`src/rtl/clock_period_meter.sv`:
```
// Measures period and high time of a slow async input in clk_in cycles.
// Optional 4-sample averaging of reported values: define PERIOD_AVG_EN.
module clock_period_meter #(
   parameter int unsigned CNT_W   = 32,
   parameter int unsigned TIMEOUT = 1000000
) (
   input  logic             i_clk_in,
   input  logic             i_rst_n,
   input  logic             i_sig_in,
   input  logic             i_enable,
   output logic [CNT_W-1:0] o_period,
   output logic [CNT_W-1:0] o_high_time,
   output logic             o_meas_valid,
   output logic             o_timeout
);

   localparam logic [CNT_W-1:0] LP_TO   = CNT_W'(TIMEOUT);
   localparam logic [CNT_W-1:0] LP_ONE  = CNT_W'(1);
   localparam logic [CNT_W-1:0] LP_ZERO = '0;

   typedef enum logic [1:0] {
      ST_IDLE,
      ST_ARM,
      ST_MEAS
   } state_t;

   state_t           r_state;
   logic             r_s1;
   logic             r_s2;
   logic             r_s3;
   logic [CNT_W-1:0] r_per_cnt;
   logic [CNT_W-1:0] r_hi_cnt;
   logic [CNT_W-1:0] r_hi_lat;
   logic [CNT_W-1:0] r_wait_cnt;

   logic             w_rise;
   logic             w_fall;
   logic             w_per_to;
   logic             w_wait_to;

   assign w_rise    = r_s2 & ~r_s3;
   assign w_fall    = ~r_s2 & r_s3;
   assign w_per_to  = (r_per_cnt == LP_TO);
   assign w_wait_to = (r_wait_cnt == LP_TO);

`ifdef PERIOD_AVG_EN
   logic [CNT_W+1:0] r_sum_p;
   logic [CNT_W+1:0] r_sum_h;
   logic [1:0]       r_avg_cnt;
   logic [CNT_W+1:0] w_sum_p_nxt;
   logic [CNT_W+1:0] w_sum_h_nxt;
   logic [CNT_W-1:0] w_avg_p;
   logic [CNT_W-1:0] w_avg_h;

   assign w_sum_p_nxt = r_sum_p + {2'b00, r_per_cnt};
   assign w_sum_h_nxt = r_sum_h + {2'b00, r_hi_lat};
   assign w_avg_p     = CNT_W'(w_sum_p_nxt >> 2);
   assign w_avg_h     = CNT_W'(w_sum_h_nxt >> 2);
`endif

   always_ff @(posedge i_clk_in) begin
      if (!i_rst_n) begin
         r_state      <= ST_IDLE;
         r_s1         <= 1'b0;
         r_s2         <= 1'b0;
         r_s3         <= 1'b0;
         r_per_cnt    <= LP_ZERO;
         r_hi_cnt     <= LP_ZERO;
         r_hi_lat     <= LP_ZERO;
         r_wait_cnt   <= LP_ZERO;
         o_period     <= LP_ZERO;
         o_high_time  <= LP_ZERO;
         o_meas_valid <= 1'b0;
         o_timeout    <= 1'b0;
`ifdef PERIOD_AVG_EN
         r_sum_p      <= '0;
         r_sum_h      <= '0;
         r_avg_cnt    <= 2'd0;
`endif
      end else begin
         r_s1         <= i_sig_in;
         r_s2         <= r_s1;
         r_s3         <= r_s2;
         o_meas_valid <= 1'b0;
         if (!i_enable) begin
            r_state    <= ST_IDLE;
            r_per_cnt  <= LP_ZERO;
            r_hi_cnt   <= LP_ZERO;
            r_hi_lat   <= LP_ZERO;
            r_wait_cnt <= LP_ZERO;
            o_timeout  <= 1'b0;
`ifdef PERIOD_AVG_EN
            r_sum_p    <= '0;
            r_sum_h    <= '0;
            r_avg_cnt  <= 2'd0;
`endif
         end else begin
            unique case (r_state)
               ST_IDLE: begin
                  r_state    <= ST_ARM;
                  r_wait_cnt <= LP_ONE;
               end
               ST_ARM: begin
                  if (w_rise) begin
                     r_state    <= ST_MEAS;
                     r_per_cnt  <= LP_ONE;
                     r_hi_cnt   <= LP_ONE;
                     r_wait_cnt <= LP_ZERO;
                  end else if (w_wait_to) begin
                     o_timeout   <= 1'b1;
                     o_period    <= LP_ZERO;
                     o_high_time <= LP_ZERO;
                     r_wait_cnt  <= LP_ONE;
`ifdef PERIOD_AVG_EN
                     r_sum_p     <= '0;
                     r_sum_h     <= '0;
                     r_avg_cnt   <= 2'd0;
`endif
                  end else begin
                     r_wait_cnt <= r_wait_cnt + LP_ONE;
                  end
               end
               ST_MEAS: begin
                  if (w_fall) begin
                     r_hi_lat <= r_hi_cnt;
                  end
                  // A rise on the threshold cycle still counts as valid
                  if (w_rise) begin
                     r_per_cnt <= LP_ONE;
                     r_hi_cnt  <= LP_ONE;
`ifdef PERIOD_AVG_EN
                     r_avg_cnt <= r_avg_cnt + 2'd1;
                     if (r_avg_cnt == 2'd3) begin
                        o_period     <= w_avg_p;
                        o_high_time  <= w_avg_h;
                        o_meas_valid <= 1'b1;
                        o_timeout    <= 1'b0;
                        r_sum_p      <= '0;
                        r_sum_h      <= '0;
                     end else begin
                        r_sum_p <= w_sum_p_nxt;
                        r_sum_h <= w_sum_h_nxt;
                     end
`else
                     o_period     <= r_per_cnt;
                     o_high_time  <= r_hi_lat;
                     o_meas_valid <= 1'b1;
                     o_timeout    <= 1'b0;
`endif
                  end else if (w_per_to) begin
                     r_state     <= ST_ARM;
                     o_timeout   <= 1'b1;
                     o_period    <= LP_ZERO;
                     o_high_time <= LP_ZERO;
                     r_per_cnt   <= LP_ZERO;
                     r_hi_cnt    <= LP_ZERO;
                     r_wait_cnt  <= LP_ONE;
`ifdef PERIOD_AVG_EN
                     r_sum_p     <= '0;
                     r_sum_h     <= '0;
                     r_avg_cnt   <= 2'd0;
`endif
                  end else begin
                     r_per_cnt <= r_per_cnt + LP_ONE;
                     if (r_s2) begin
                        r_hi_cnt <= r_hi_cnt + LP_ONE;
                     end
                  end
               end
               default: r_state <= ST_IDLE;
            endcase
         end
      end
   end

endmodule

```
`config.mk`:
```
export PLATFORM = sky130hd
export DESIGN_NAME = clock_period_meter
export DESIGN_NICKNAME = d
export VERILOG_FILES = /design/src/rtl/clock_period_meter.sv
export SDC_FILE = /design/constraint.sdc
export NUM_CORES = 1
export LEC_CHECK = 0
export ABC_AREA = 1
export CAP_MARGIN = 20
export CORE_MARGIN = 4
export CORE_UTILIZATION = 60
export DETAILED_ROUTE_END_ITERATION = 10
export GPL_ROUTABILITY_DRIVEN = 0
export GPL_TIMING_DRIVEN = 0
export PLACE_DENSITY_LB_ADDON = 0.3
export SLEW_MARGIN = 20
export SYNTH_ARGS = -nofsm -noshare
export SYNTH_HDL_FRONTEND = slang
export SYNTH_SLANG_ARGS = --single-unit
```
`constraint.sdc`:
```
create_clock -name i_clk_in -period 4.6 [get_ports i_clk_in]
set_input_delay 1.38 -clock i_clk_in [delete_from_list [all_inputs] [get_ports i_clk_in]]
set_output_delay 1.38 -clock i_clk_in [all_outputs]
set_load 0.05 [all_outputs]
```
==> key figures <==
Outcome
  – Status: completed

Drt
  – Vias/cell: 5.37
  – DR iter-0 viols: 1,192
  – Routed len/inst: 13.9 um
  – 1st-pass router iterations: 7
  – Vias: 11,222
  – Final antenna-violating net count: 0
  – Final wirelength: around 29,000 um
  – Drt drc: 0

Worst setup path
  – Worst r2r src: r_state[1]
  – Worst endpoint required time: a little under 5000 ps
  – Beginning of the critical path: i_rst_n
  – CP max FO: 10
  – Data arrival, critical path: about 3500 ps
  – Flop2flop setup slack: 2020 ps
  – Critical path class: primary input to register
  – Setup crit start kind: primary input
  – Setup crit end kind: register

Floorplan
  – Num ports: 70
  – Chip Width: ~140 um
  – Die height: roughly 140 um
  – Die ar.: 20,100 um^2
  – Initial Utilization: just over 60%
  – Core box area: 17,400 um^2
  – Num rows: between 40 and 50

Clock network
  – CTS Root Cell: clkbuf_16
  – Reg clk slew, reported paths: 80 ps
  – CTS Sinks: 199
  – H-tree level count: 4
  – Cts repair resizes: 0
  – Post-cts hold buffer count: 0
  – # Post-CTS Setup Buffers: 0
  – Worst skew pair latency: 440 ps
  – CTS tree: built
  – CTS Buffer Depth: 2
  – Total CTS buffers: 17

STA
  – Final Max Tran Viols: 0
  – Period minus WS final: about 3100 ps
  – Final Hold Fails: 0
  – Hold WS: ~420 ps
  – Skew final: 13.2 ps
  – Setup violators final: 0
  – Fin crit share: about two thirds
  – Least-Margin Pin Slew: ~640 ps
  – RSZ-0062 raised after global routing: no
  – Post-Route Setup TNS: 0 ps
  – Slew headroom: 57.6%
  – Max Clk Rate: 323 MHz

Finish
  – # fillers: ~1,500
  – Final Non-Filler Cells: roughly 2,100
  – Fin area: roughly 12,000 um^2
  – Layout cells sized above 1: 3.65%
  – Diode count: 0
  – Most common cell after layout, fill and taps aside: nand2_1
  – Commonest non-fill, non-tap cells in the layout: nand2_1 (448), nor2_1 (326), inv_1 (295)
  – Area of the multi-input gates: approximately 5300 um^2
  – Final Net Count: between 1,500 and 2,000
  – Syn-to-layout area delta: 14.5%
  – Sequential Area: 3980 um^2

Yosys
  – Syn avg cell area: 6.09 um^2
  – Syn nets: 1,779
  – Sequential element share of the synthesized area: between 30% and 40%
  – Register bit total from synthesis: 199
  – Synth Cell Area: around 11,000 um^2
  – Cells after Synth: 1,766
  – Top post-synthesis cells by area: dfxtp_1 (37%), nand2_1 (16%), nor2_1 (11%)
  – YS warnings: 0
  – Post-synth top area share: 37.0%
  – Largest area contributor in the netlist: dfxtp_1
  – Yosys cell types: 32

Run
  – Max-Cap Viols: 0

Min path
  – Worst Hold Class: register to register
  – Hold_sp: r_s1

Global route
  – First-pass GRT wire length: 48,100 um
  – Initial antenna violation count: 0
  – Largest net degree at the start of global routing: 22
  – Vias in the first global route: 10,227
  – Remaining global-route overflow: 0
  – Total GRT Usage: between 20 and 30%

Pwr
  – Worst vdd ir: 0.287 mV
  – Pleak: 4.70 nW
  – Power Dens Cells: 273 nW/um^2
  – PnR Total Power: around 3.4 mW

Placement
  – DP HPWL: 21,600 um
  – Number of port buffers: 67
  – Placed Area: 11,700 um^2
  – Cells after DPL: 2,058
synth_stat cells:
cell,count
or2_2,3
nor2_1,326
buf_2,17
inv_1,295
a21oi_4,1
nor2_4,1
buf_4,2
nand2_2,2
buf_1,11
nor2_2,3
o21bai_1,5
clkbuf_1,43
inv_2,3
nand3_1,105
nor4_1,5
nand4_1,93
o31ai_1,1
and3_1,1
a31oi_1,1
o21ai_0,48
nand2_1,448
ha_1,9
dfxtp_1,199
nor3_1,46
buf_6,1
o21a_1,2
a21oi_1,68
nor3b_1,2
clkinv_1,2
nor3_2,1
nand3_2,2
xor2_1,20
path summary, 6_finish.rpt:
path | cells past startpoint | end
max | 7 | r_state[0]
min | 2 | r_s2
max reg2reg | 10 | r_hi_cnt[9]
min reg2reg | 2 | r_s2
registers in the layout, indices dropped and copies added (netlist names):
register      flops
o_high_time      32
o_period         32
r_hi_cnt         32
r_hi_lat         32
r_per_cnt        32
r_wait_cnt       32
r_state           2
o_meas_valid      1
o_timeout         1
r_s1              1
r_s2              1
r_s3              1
report_power, final:
group	total (mW)	switching, mW	internal [mW]
clock	1.51	0.770	0.739
sequential	1.73	0.00375	1.73
combinational	0.129	0.0999	0.0289
cells by family after synthesis:
kind of cell               count (synthesis)  share of synthesized area, %
AOI/OAI and AO/OA                        126                          6.16
xor gates and xnor gates                  20                          1.63
DFF                                      199                          37.0
and+or+nand+nor                         1038                          40.8
adders and majority gates                  9                          1.05
buffers and inverters                    374                          13.4
worst max-delay path, cell delays in order:
cell and delay, ps:
clkbuf_1 250, nand2_1 350, inv_1 150, clkbuf_1 450
clkbuf_1 550, o31ai_1 170, a21oi_1 150
routing by layer:
metal / global-route usage, % / part of all wire (%) / up-vias
li1: - / - / 5653
met3: 4.28 / 9.1 / 91
met4: 9.60 / 2.7 / 0
met2: 46.7 / 44 / 580
met5: 0 / 0 / -
met1: 39.4 / 44 / 4898
stage by stage:
| stage | util [%] | setup WS (ps) |
|---|---|---|
| 6_report | 70.8 | 1500 |
| 5_1_grt | 70.8 | 1430 |
| 4_1_cts | 70.8 | 1570 |
| 3_5_place_dp | 67.3 | 1170 |
| 3_3_place_gp | 67.3 | 1210 |
| 2_1_floorplan | - | 1930 |
cell type report:
class | instances | share of cell area [%]
clock inverters | 15 | 1.50
well taps | 225 | 2.28
inverters | 300 | 9.14
flip-flops and latches | 199 | 32.3
multi-input cells | 1193 | 43.3
clock buffers | 17 | 3.45
plain buffers | 74 | 2.55
repair buffers | 67 | 5.44
(Power assumes the default switching activity.)
